File: config.mk
export PLATFORM = sky130hd
export DESIGN_NAME = decode_stage
export DESIGN_NICKNAME = d
export VERILOG_FILES = /design/src/rtl/decode_stage.sv
export SDC_FILE = /design/constraint.sdc
export NUM_CORES = 1
export LEC_CHECK = 0
export CAP_MARGIN = 20
export CORE_AREA = 2 2 51 53
export CTS_CLUSTER_DIAMETER = 100
export CTS_CLUSTER_SIZE = 25
export DETAILED_ROUTE_END_ITERATION = 10
export DIE_AREA = 0 0 53 55
export PLACE_DENSITY = 0.74
export SLEW_MARGIN = 40
export SYNTH_ARGS = -nofsm -noshare
export SYNTH_HDL_FRONTEND = slang
export SYNTH_SLANG_ARGS = --single-unit
File: constraint.sdc
create_clock -name clk -period 1.8 [get_ports clk]
set_input_delay 0.36 -clock clk [delete_from_list [all_inputs] [get_ports clk]]
set_output_delay 0.36 -clock clk [all_outputs]
set_load 0.02 [all_outputs]
File: src/rtl/decode_stage.sv
// rtl/decode_stage.sv - registered, handshaked instruction decode stage with memory sequencing
module decode_stage #(
  parameter int INSTR_W     = 8,
  parameter int REG_W       = 3,
  parameter int MEM_TIMEOUT = 15
) (
  input  logic                     clk,
  input  logic                     reset,
  input  logic                     in_valid,
  output logic                     in_ready,
  input  logic [INSTR_W-1:0]       instr,
  output logic                     out_valid,
  input  logic                     out_ready,
  output logic [INSTR_W-REG_W-1:0] opcode,
  output logic [REG_W-1:0]         register,
  output logic [REG_W-1:0]         imm,
  output logic                     is_alu_op,
  output logic                     is_mem_op,
  output logic                     mem_rw,
  output logic                     illegal,
  input  logic                     mem_done,
  output logic                     increment_pc,
  output logic                     mem_timeout
);

  localparam int OPC_W = INSTR_W - REG_W;
  localparam int CNT_W = (MEM_TIMEOUT > 0) ? $clog2(MEM_TIMEOUT + 1) : 1;
  localparam bit TMO_EN = (MEM_TIMEOUT > 0);
  localparam logic [CNT_W-1:0] CNT_LAST = CNT_W'((MEM_TIMEOUT > 0) ? MEM_TIMEOUT - 1 : 0);

  localparam logic [OPC_W-1:0] OPC_LI  = OPC_W'(5'b00001);
  localparam logic [OPC_W-1:0] OPC_LD  = OPC_W'(5'b00010);
  localparam logic [OPC_W-1:0] OPC_ST  = OPC_W'(5'b00011);
  localparam logic [OPC_W-1:0] OPC_INC = OPC_W'(5'b10001);

  typedef enum logic [1:0] {IDLE, FULL, MEM_WAIT} state_t;

  state_t           state, state_nxt;
  logic [OPC_W-1:0] opc_in;
  logic [REG_W-1:0] fld_in;
  logic             dec_li, dec_ld, dec_st, dec_inc;
  logic             accept, alu_retire, mem_fire, tmo_fire;
  logic [CNT_W-1:0] wait_cnt;
  logic             mem_retire_q, mem_timeout_q;

  assign opc_in  = instr[INSTR_W-1:REG_W];
  assign fld_in  = instr[REG_W-1:0];
  assign dec_li  = (opc_in == OPC_LI);
  assign dec_ld  = (opc_in == OPC_LD);
  assign dec_st  = (opc_in == OPC_ST);
  assign dec_inc = (opc_in == OPC_INC);

  always_ff @(posedge clk or negedge reset) begin
    if (!reset) begin
      state <= IDLE;
    end else begin
      state <= state_nxt;
    end
  end

  always_comb begin
    state_nxt = state;
    case (state)
      IDLE:     if (accept) state_nxt = FULL;
      FULL:     if (out_ready) begin
                  if (is_mem_op)   state_nxt = MEM_WAIT;
                  else if (!accept) state_nxt = IDLE;
                end
      MEM_WAIT: if (mem_fire || tmo_fire) state_nxt = IDLE;
      default:  state_nxt = IDLE;
    endcase
  end

  // in_ready is gated by reset so fetch never sees a ready stage while held in reset
  always_comb begin
    in_ready     = 1'b0;
    out_valid    = 1'b0;
    alu_retire   = 1'b0;
    mem_fire     = 1'b0;
    tmo_fire     = 1'b0;
    case (state)
      IDLE:     in_ready = reset;
      FULL: begin
        out_valid  = 1'b1;
        alu_retire = out_ready & ~is_mem_op;
        in_ready   = reset & alu_retire;
      end
      MEM_WAIT: begin
        mem_fire = mem_done;
        tmo_fire = TMO_EN & ~mem_done & (wait_cnt == CNT_LAST);
      end
      default: ;
    endcase
    accept       = in_valid & in_ready;
    increment_pc = alu_retire | mem_retire_q;
    mem_timeout  = mem_timeout_q;
  end

  always_ff @(posedge clk or negedge reset) begin
    if (!reset) begin
      opcode    <= '0;
      register  <= '0;
      imm       <= '0;
      is_alu_op <= 1'b0;
      is_mem_op <= 1'b0;
      mem_rw    <= 1'b0;
      illegal   <= 1'b0;
    end else if (accept) begin
      opcode    <= opc_in;
      register  <= fld_in;
      imm       <= (dec_li || dec_inc) ? fld_in : '0;
      is_alu_op <= opc_in[OPC_W-1];
      is_mem_op <= dec_ld | dec_st;
      mem_rw    <= opc_in[0];
      illegal   <= ~(dec_li | dec_ld | dec_st | dec_inc);
    end
  end

  // Counter only runs while waiting on memory; it restarts from zero on every entry
  always_ff @(posedge clk or negedge reset) begin
    if (!reset) begin
      wait_cnt      <= '0;
      mem_retire_q  <= 1'b0;
      mem_timeout_q <= 1'b0;
    end else begin
      mem_retire_q  <= mem_fire;
      mem_timeout_q <= tmo_fire;
      if (state == MEM_WAIT && !mem_fire && !tmo_fire && TMO_EN) begin
        wait_cnt <= wait_cnt + 1'b1;
      end else begin
        wait_cnt <= '0;
      end
    end
  end

endmodule

# ---- Word-level counts from Yosys, hierarchy flattened
# Cells that the tools add are included.
# W data, S select, Z words.
dict set report totals {
  reg_bits 23
  latchBits 0
  ram_bits 0
  rom_bits 0
  inputBits 13
  output_inout_bits 19
  wordCells 56
  memories 0
}
dict set report op_classes {
  addsub 1
  n_mul 0
  n_div 0
  magnitude_cmp 0
  eq_ne 11
  n_shift 0
  mux 13
  bitwise_logic 12
  reduce_logical 8
}
# operator n
set op_table {}
lappend op_table {{$eq A5 B2 Y1 const B} 2}
lappend op_table {{$mux W2} 5}
lappend op_table {{$ne A2 B2 Y1 const B} 3}
lappend op_table {{$pmux W2 S3} 1}
lappend op_table {{$eq A5 B1 Y1 const B} 1}
lappend op_table {{$eq A5 B5 Y1 const B} 1}
lappend op_table {{$or A1 B1 Y1} 5}
lappend op_table {{$add A4 B1 Y4 const B} 1}
lappend op_table {{$and A1 B1 Y1} 4}
lappend op_table {{$eq A4 B4 Y1 const B} 1}
lappend op_table {{$mux W1} 4}
lappend op_table {{$mux W4} 1}
lappend op_table {{$reduce_and A4 Y1} 1}
lappend op_table {{$mux W3} 1}
lappend op_table {{$ne A3 B3 Y1 const B} 1}
lappend op_table {{$not A1 Y1} 3}
lappend op_table {{$eq A2 B1 Y1 const B} 1}
lappend op_table {{$eq A2 B2 Y1 const B} 1}
lappend op_table {{$logic_and A1 B1 Y1} 2}
lappend op_table {{$logic_not A1 Y1} 2}
lappend op_table {{$logic_not A2 Y1} 1}
lappend op_table {{$logic_or A1 B1 Y1} 2}
lappend op_table {{$pmux W1 S2} 1}

# ---- Logic depth before layout (Yosys ltp)
# Gate-level depths: netlist of the first run.
dict set report logic_depth {
  ltp_word 9
  depth_mapped 5
  mapped_depth_nobuf 5
}

# ---- Worst setup path after synthesis of the first run
# No wires, ideal clock.
dict set report synth_timing {
  kind {register to output}
  from {register state[0]}
  to {output increment_pc}
  arrival_ns 1.315
  required_time_ns 1.440
  path_slack_ns 0.125
  stages_incl_launch_ff 4
  path_buffers 0
  cell_sequence {dfrtp_1 nor2b_1 nand2_1 o21bai_1}
}
dict set report synth_between {
  elab_chain_len 3
}
# item line_no
set synth_rtl {}
lappend synth_rtl {{start, declared} 38} ;# state_t state, state_nxt;
lappend synth_rtl {{start signal, assigned} 57} ;# state <= state_nxt;
lappend synth_rtl {{$eq A2 B1 Y1} 81} ;# case (state)
lappend synth_rtl {{$mux W1} 81}
lappend synth_rtl {{$or A1 B1 Y1} 95} ;# increment_pc = alu_retire | mem_retire_q;
lappend synth_rtl {{end, declared} 22} ;# output logic increment_pc,
# Every way passes these cells.

# ---- Worst setup path in the final report of the first run
dict set report layout_timing {
  from {input out_ready}
  to {output increment_pc}
}
dict set report layout_between {
  elab_chain_len 3
}
# item line_no
set layout_rtl {}
lappend layout_rtl {{start, declared} 13} ;# input logic out_ready,
lappend layout_rtl {{$and A1 B1 Y1} 85} ;# alu_retire = out_ready & ~is_mem_op;
lappend layout_rtl {{$mux W1} 81}
lappend layout_rtl {{$or A1 B1 Y1} 95}
# Every way passes these cells.

==> results.ini, run 1 <==
[pwr]
p_clk_share_pct=19.7
swShare_pct=28.85
pwr-share-comb_pct=32.0
power_density_nw_per_um2=802.1
power.switching_uw=325.8
p_leak_nw=0.6328
p_seq_share_pct=48.3
intPower_uw=803.3
ir_drop_uv=475.0

[layout]
final_common_cell=clkdlybuf4s50_1
nets=135
syn_to_final_growth_pct=42.05
antennaDiodeCount=0
fin_util_pct=59.52
drive_above_1_share_pct=24.37
fillers=199
mostFrequentLayoutCells=clkdlybuf4s50_1 (27), dfrtp_1 (21), buf_4 (8), nand2_1 (7), mux2_4 (7)
stdcell_area_um2=1408

[floorplan]
dieWidth_um=53
start_util_pct=41.90
io_pins=32
die_h_um=55
dieArea_um2=2915
rows=18
core_area_um2=2365

[sta]
post-route-period-util_pct=97.55
relSlewSlack_pct=83.16
drv_slew=0
fin_setup_tns_ns=0
worst_slack_ns=0.04413
skew_ns=0.009817
hold_violations=0
fmax_mhz=569.5
fin_hold_ws_ns=0.4970
finalCriticalPeriod_ns=1.756
tightest_slew_ns=0.2491
finalSetupViolations=0

[global_route]
grt-ovfl-total=0
antenna_found_initial=0
grt.total_usage_pct=16.40
grt_start_max_net_pins=23
grt_pass1_vias=772
grt_pass1_wl_um=3443

[synth]
ys_seq_area_share_pct=53.03
syn-num-nets=93
ys_types=25
ys_ff_latch=21
yosys-top-cells-area=dfrtp_1 (53%), mux2_4 (11%), mux2_2 (3.4%), mux2i_1 (3.0%), nand2b_4 (2.8%)
synth_area_um2=991.0
syn_inst=78
yosys_warnings=0
synth_top_area_share_pct=53.03
syn_area_per_cell_um2=12.70
yosys.area.top_type=dfrtp_1

[cts]
cts_hold_buf=0
cts_buffers=3
cts_num_sinks=21
clkLatencyLatePin_ns=0.30
post_cts_buffers=0
htree_num_levels=1
clk_pin_slew_ns=0.11
cts_tree=yes
root_buffer=clkbuf_4
cts_buffer_depth=2

[worst_setup_path]
crit_fanout=3
r2r_cells=5
worstPathArrival_ns=1.40
slowest_delay_ns=0.55
cpMaxStageDelayCell=clkdlybuf4s50_1
cp_data_required_time_ns=1.44
path_cells=clkdlybuf4s50_1 -> nand2_1 -> o21bai_1 -> clkdlybuf4s15_2
end_kind=output pin
startpoint_type=input port
crit_type=in2out

[placement]
dpl.hpwl_um=1496
routabilityCongestion=0.7179
portBuffers=31
dp_slack_ns=-0.3139
place_area_um2=1384

[drt]
wl_per_cell_um=12.59
drt_iter0_drc=8
first_pass_iters=4
drc=0
via_count=698
wirelength_um=1876
viasPerCell=4.685
postRouteAntennaNets=0

[min_path]
holdPathStages=1
holdCritPathClass=reg2reg

[outcome]
status=finished clean

[run]
maxCapViolations=0

==> cells by family after synthesis <==
family | share of synthesized area, %
compound gates | 4.671
xor+xnor | 1.768
fa+ha+maj | 2.525
buf+inv | 5.808
flops | 53.03
mux | 17.05
simple gates | 15.15
==> metal layers <==
| metal | wire length [µm] | part of all wire (%) | vias to the layer above | global-route usage, % |
|---|---|---|---|---|
| li1 | - | - | 345 | - |
| met1 | 784 | 42 | 337 | 19.17 |
| met2 | 1011 | 54 | 14 | 29.58 |
| met3 | 64 | 3.4 | 2 | 3.763 |
| met4 | 15 | 0.80 | 0 | 5.983 |
| met5 | 0 | 0 | - | 0 |
==> flip-flops by register name (all words and copies together) (netlist names) <==
signal        count
register          3
mem_retire_q      1
imm               3
wait_cnt          4
illegal           1
is_mem_op         1
mem_timeout       1
state             2
opcode            5
==> cell usage after synthesis <==
library cell,number
a32oi_1,1
nand2_1,7
and3b_1,1
o21ai_0,1
and4_1,1
o21bai_1,1
nor2_1,6
nand3_1,3
dfrtp_1,21
nor4b_1,1
mux2_2,3
inv_1,6
mux2_4,7
and2_1,1
mux2i_1,3
a211oi_4,1
ha_1,2
xnor2_1,1
buf_4,2
nor3b_1,1
a21oi_1,1
nand2b_4,2
xor2_1,1
buf_12,1
nor2b_1,3
==> critical path, delay by kind of cell <==
family | cells | cell delay (ns)
compound gates | 1 | 0.13
simple gates | 1 | 0.07
buf+inv | 2 | 0.83
==> path summary, 6_finish.rpt <==
kind,start,end,slack (ns)
hold / removal,wait_cnt[0]$_DFF_PN0_,wait_cnt[0]$_DFF_PN0_,0.50
max in group asynchronous,reset,wait_cnt[3]$_DFF_PN0_,1.05
min in group asynchronous,reset,is_mem_op$_DFFE_PN0P_,0.53
setup / recovery,out_ready,increment_pc,0.04
hold reg to reg,wait_cnt[0]$_DFF_PN0_,wait_cnt[0]$_DFF_PN0_,0.50
setup reg to reg,is_mem_op$_DFFE_PN0P_,opcode[3]$_DFFE_PN0P_,0.17
==> power by group through the flow <==
stage / logic, mW / clock network (mW) / registers, mW
global placement: 0.366 / 0 / 0.552
detailed placement: 0.370 / 0 / 0.554
CTS: 0.366 / 0.232 / 0.546
floorplan: 0.133 / 0 / 0.610
global route: 0.386 / 0.247 / 0.553
finish: 0.361 / 0.222 / 0.546
==> metrics by stage <==
step	std cells	total power, mW
2_1_floorplan	78	0.7432
3_3_place_gp	145	0.9180
3_5_place_dp	145	0.9240
4_1_cts	149	1.144
5_1_grt	149	1.187
6_report	149	1.129
==> area by class of cell <==
type	count	area, µm²	share of cell area, %
clock buffer	3	22.52	1.600
clock inverter	1	5.005	0.3556
inverter	6	22.52	1.600
multi-input combinational	48	410.4	29.16
sequential	21	525.5	37.33
tap	30	37.54	2.667
timing repair buffer	40	384.1	27.29
==> timing repair <==
| item | in CTS | in global routing |
|---|---|---|
| resized for setup | 7 | 2 |
| setup endpoints to repair | 4 | 2 |
| gates cloned | 0 | 0 |
Power figures use the tool's default switching activity.
==> inputs of run 2 (changes only) <==
--- a/config.mk
+++ b/config.mk
@@ -6,11 +6,11 @@
 export NUM_CORES = 1
 export LEC_CHECK = 0
 export CAP_MARGIN = 20
-export CORE_AREA = 2 2 51 53
+export CORE_AREA = 2 2 53 55
 export CTS_CLUSTER_DIAMETER = 100
 export CTS_CLUSTER_SIZE = 25
 export DETAILED_ROUTE_END_ITERATION = 10
-export DIE_AREA = 0 0 53 55
+export DIE_AREA = 0 0 55 57
 export PLACE_DENSITY = 0.74
 export SLEW_MARGIN = 40
 export SYNTH_ARGS = -nofsm -noshare
==> constraint.sdc (replaced) <==
create_clock -name clk -period 1.4 [get_ports clk]
set_input_delay 0.28 -clock clk [delete_from_list [all_inputs] [get_ports clk]]
set_output_delay 0.28 -clock clk [all_outputs]
set_load 0.02 [all_outputs]
==> results.ini, run 2 (same netlist as run 1, synthesis figures left out) <==
[cts]
cts_buffers=3
clk_pin_slew_ns=0.11
root_buffer=clkbuf_4
cts_num_sinks=21
clkLatencyLatePin_ns=0.30
htree_num_levels=1
cts_hold_buf=0
cts_tree=yes
cts_buffer_depth=2

[sta]
skew_ns=0.002857
fmax_mhz=654.4
finalSetupViolations=14
post-route-period-util_pct=109.2
rsz0062_at_grt=true
tightest_slew_ns=0.2581
hold_violations=0
worst_slack_ns=-0.1282
finalCriticalPeriod_ns=1.528
drv_slew=0
relSlewSlack_pct=82.55

[global_route]
grt_start_max_net_pins=23
grt.total_usage_pct=14.71
grt_pass1_wl_um=3346
grt_pass1_vias=789
antenna_found_initial=0
grt-ovfl-total=0

[run]
maxCapViolations=0

[layout]
nets=138
antennaDiodeCount=0
regMostFlops=opcode
largest_reg_flops=5
top_regs=opcode x5, wait_cnt x4
final_common_cell=dfrtp_1
fillers=249
drive_above_1_share_pct=28.69
stdcell_area_um2=1430
syn_to_final_growth_pct=44.32
mostFrequentLayoutCells=dfrtp_1 (20), dlygate4sd2_1 (17), buf_4 (11), mux2_4 (10), clkdlybuf4s50_1 (10)

[worst_setup_path]
startpoint=is_mem_op$_DFFE_PN0P_
cp_data_required_time_ns=1.60
r2r_slack_ns=-0.13
r2r_start=is_mem_op$_DFFE_PN0P_
worstPathArrival_ns=1.73
crit_type=reg2reg
end_kind=flop
crit_fanout=13
r2r_cells=5
slowest_delay_ns=0.43
cpMaxStageDelayCell=dfrtp_2
timing.rr.end=register[0]$_DFFE_PN0P_
path_cells=nand2b_4 -> buf_6 -> a211oi_4 -> buf_12 -> mux2_4
startpoint_type=flop

[pwr]
power_density_nw_per_um2=1001
power.switching_uw=423.9
ir_drop_uv=736.8
p_leak_nw=0.6916
intPower_mw=1.008
p_seq_share_pct=48.8
pwr-share-comb_pct=30.8
swShare_pct=29.62
p_clk_share_pct=20.4

[outcome]
status=finished with violations
failed_checks=negative setup slack

[drt]
drc=0
wirelength_um=1993
wl_per_cell_um=13.03
first_pass_iters=4
postRouteAntennaNets=0
viasPerCell=4.745
via_count=726
drt_iter0_drc=7

[floorplan]
core_area_um2=2615
rows=19
dieWidth_um=55
dieArea_um2=3135
die_h_um=57
io_pins=32
start_util_pct=37.89

[placement]
portBuffers=31
dp_slack_ns=-0.5483
dpl.hpwl_um=1520
routabilityCongestion=0.7805
place_area_um2=1389

[min_path]
holdCritPathClass=in2async

[run 2: through the flow]
stage          cells  hold WS (ns)  TNS, ns  utilization, %  power (mW)
3_3_place_gp     146        0.4694   -7.135           53.11       1.182
5_1_grt          153        0.2031   -2.652           54.69       1.511
4_1_cts          152        0.2082   -1.554           54.11       1.445
6_report         153        0.1955   -1.528           54.69       1.431
3_5_place_dp     146        0.4872   -7.214           53.11       1.189
2_1_floorplan     78      -0.01559  -0.9474               -      0.9570
[run 2: worst max-delay path by stage]
stage | end | slack, ns
5_1_grt | increment_pc | -0.22
2_1_floorplan | opcode[0]$_DFFE_PN0P_ | -0.12
4_1_cts | illegal$_DFFE_PN0P_ | -0.16
3_5_place_dp | in_ready | -0.55
3_3_place_gp | increment_pc | -0.55
6_report | register[0]$_DFFE_PN0P_ | -0.13
[run 2: per-layer routing]
metal  track usage, %  wire (µm)
met1            16.93        810
met2            26.02       1072
met3            3.665         83
met4            4.530         27
met5                0          0
[run 2: area by class of cell]
class | count | area [µm²] | area share [%]
Clock buffer | 4 | 26.28 | 1.837
Inverter | 6 | 22.52 | 1.575
Multi-Input combinational cell | 48 | 425.4 | 29.75
Sequential cell | 21 | 526.8 | 36.83
Tap cell | 31 | 38.79 | 2.712
Timing Repair Buffer | 43 | 390.4 | 27.30
[run 2: critical path, delay by kind of cell (launching register included)]
family / cells / cell delay, ns
flip-flops: 1 / 0.43
multiplexers: 1 / 0.30
AND/OR/NAND/NOR: 1 / 0.15
buffers and inverters: 2 / 0.31
AO/OA/AOI/OAI: 1 / 0.23
[run 2: what timing repair did]
item / CTS / global route
pin swaps: 0 / 1
setup buffers: 2 / 1
gates resized for setup: 41 / 2
setup endpoints to repair: 32 / 16
[run 2: power by group through the flow]
stage / logic, mW / registers [mW] / clock network, mW
after floorplan: 0.172 / 0.785 / 0
after global placement: 0.470 / 0.712 / 0
after detailed placement: 0.475 / 0.714 / 0
after CTS: 0.441 / 0.700 / 0.304
after global routing: 0.469 / 0.709 / 0.333
final: 0.441 / 0.699 / 0.292
==> inputs of run 3 (changes only) <==
--- a/config.mk
+++ b/config.mk
@@ -6,13 +6,14 @@
 export NUM_CORES = 1
 export LEC_CHECK = 0
 export CAP_MARGIN = 20
-export CORE_AREA = 2 2 53 55
+export CORE_AREA = 2 2 66 68
 export CTS_CLUSTER_DIAMETER = 100
 export CTS_CLUSTER_SIZE = 25
 export DETAILED_ROUTE_END_ITERATION = 10
-export DIE_AREA = 0 0 55 57
-export PLACE_DENSITY = 0.74
-export SLEW_MARGIN = 40
+export DIE_AREA = 0 0 68 70
+export PLACE_DENSITY = 0.52
+export SETUP_SLACK_MARGIN = 0.15
+export SLEW_MARGIN = 5
 export SYNTH_ARGS = -nofsm -noshare
 export SYNTH_HDL_FRONTEND = slang
 export SYNTH_SLANG_ARGS = --single-unit
==> results.ini, run 3 (same netlist as run 1, synthesis figures left out) <==
[cts]
clkLatencyLatePin_ns=0.26
clk_pin_slew_ns=0.08
cts_buffers=3
cts_buffer_depth=2
htree_num_levels=1
root_buffer=clkbuf_8
cts_hold_buf=0
cts_tree=yes
cts_num_sinks=21

[drt]
postRouteAntennaNets=0
drc=0
drt_iter0_drc=24
first_pass_iters=2
wl_per_cell_um=11.62
wirelength_um=2092
via_count=731
viasPerCell=4.061

[floorplan]
io_pins=32
core_area_um2=4144
start_util_pct=23.91
die_h_um=70
dieArea_um2=4760
dieWidth_um=68
rows=24

[pwr]
power_density_nw_per_um2=1020
p_clk_share_pct=25.3
pwr-share-comb_pct=29.7
ir_drop_uv=277.1
power.switching_uw=449.6
p_leak_nw=0.7129
swShare_pct=28.82
intPower_mw=1.111
p_seq_share_pct=44.9

[min_path]
holdCritPathClass=in2async

[sta]
fmax_mhz=651.4
tightest_slew_ns=0.2774
fin_hold_ws_ns=0.2458
worst_slack_ns=-0.1351
post-route-period-util_pct=109.7
finalCriticalPeriod_ns=1.535
skew_ns=0.001244
drv_slew=0
finalSetupViolations=17
relSlewSlack_pct=81.24
rsz0062_at_grt=true
hold_violations=0

[layout]
syn_to_final_growth_pct=54.42
antennaDiodeCount=0
nets=144
regMostFlops=opcode
largest_reg_flops=5
stdcell_area_um2=1530
multi_input_area_um2=432.9
instances_no_fill=180
fillers=421
mostFrequentLayoutCells=dfrtp_1 (20), buf_4 (14), clkdlybuf4s50_1 (10), mux2_4 (8), clkdlybuf4s15_1 (8)
final_common_cell=dfrtp_1
top_regs=opcode x5, wait_cnt x4
drive_above_1_share_pct=39.06
fin_util_pct=36.93
layout.area.seq_um2=526.8

[worst_setup_path]
path_cells=nand2b_4 -> buf_6 -> a211oi_4 -> buf_12 -> mux2_2
worstPathArrival_ns=1.68
cpMaxStageDelayCell=dfrtp_2
slowest_delay_ns=0.42
cp_data_required_time_ns=1.55
cp_top_family=flip-flops
end_kind=flop
crit_type=reg2reg
worst-path-buf-inv=2
startpoint_type=flop
crit_fanout=13

[global_route]
grt_pass1_wl_um=3429
grt_pass1_vias=776
antenna_found_initial=0
grt-ovfl-total=0
grt_start_max_net_pins=23
grt.total_usage_pct=9.242

[placement]
dpl.hpwl_um=1531
routabilityCongestion=0.7583
portBuffers=31
place_area_um2=1430
dpl.cell_count=169
dp_slack_ns=-0.5382

[run]
maxCapViolations=0

[outcome]
failed_checks=negative setup slack
status=finished with violations

-- run 3: final timing paths --
check                                            from               endpoint  slack, ns  depth (start not counted)
worst max-delay path            is_mem_op$_DFFE_PN0P_  opcode[3]$_DFFE_PN0P_      -0.14                          5
worst min-delay path                            reset  opcode[3]$_DFFE_PN0P_       0.25                          2
worst max register to register  is_mem_op$_DFFE_PN0P_  opcode[3]$_DFFE_PN0P_      -0.14                          5
worst min register to register  wait_cnt[0]$_DFF_PN0_  wait_cnt[0]$_DFF_PN0_       0.49                          1
max in group asynchronous                       reset  is_mem_op$_DFFE_PN0P_       0.92                          2
min in group clk                wait_cnt[0]$_DFF_PN0_  wait_cnt[0]$_DFF_PN0_       0.49                          1
-- run 3: area by class of cell --
class | count | area share [%]
clock inverter | 1 | 0.3271
tap | 52 | 4.252
timing repair buffer | 49 | 28.54
clock buffer | 3 | 2.698
sequential | 21 | 34.42
inverter | 6 | 1.472
multi-input combinational | 48 | 28.29
-- run 3: repair_timing --
action / in CTS / in global routing
endpoints found under the hold margin: 0 / 0
resized for setup: 53 / 18
setup buffers: 4 / 3
setup endpoints to repair: 34 / 30
pin swaps: 1 / 0
-- run 3: metal layers --
layer / routed length, µm / track usage [%] / up-vias
li1: - / - / 356
met3: 150 / 1.610 / 2
met2: 1006 / 15.43 / 22
met4: 13 / 4.000 / 0
met1: 921 / 11.38 / 351
met5: 0 / 0 / -
-- run 3: power groups by stage --
stage / Combinational, mW / Sequential, mW / Clock, mW
CTS: 0.466 / 0.701 / 0.414
floorplan: 0.172 / 0.785 / 0
detailed placement: 0.484 / 0.713 / 0
finish: 0.464 / 0.701 / 0.395
global route: 0.501 / 0.710 / 0.434
global placement: 0.482 / 0.711 / 0
-- run 3: metrics by stage --
| stage | setup TNS [ns] | total power [mW] |
|---|---|---|
| after floorplan | -0.9474 | 0.9570 |
| after global placement | -7.083 | 1.193 |
| after detailed placement | -7.601 | 1.197 |
| after CTS | -1.440 | 1.582 |
| after global routing | -2.480 | 1.645 |
| final | -1.325 | 1.560 |
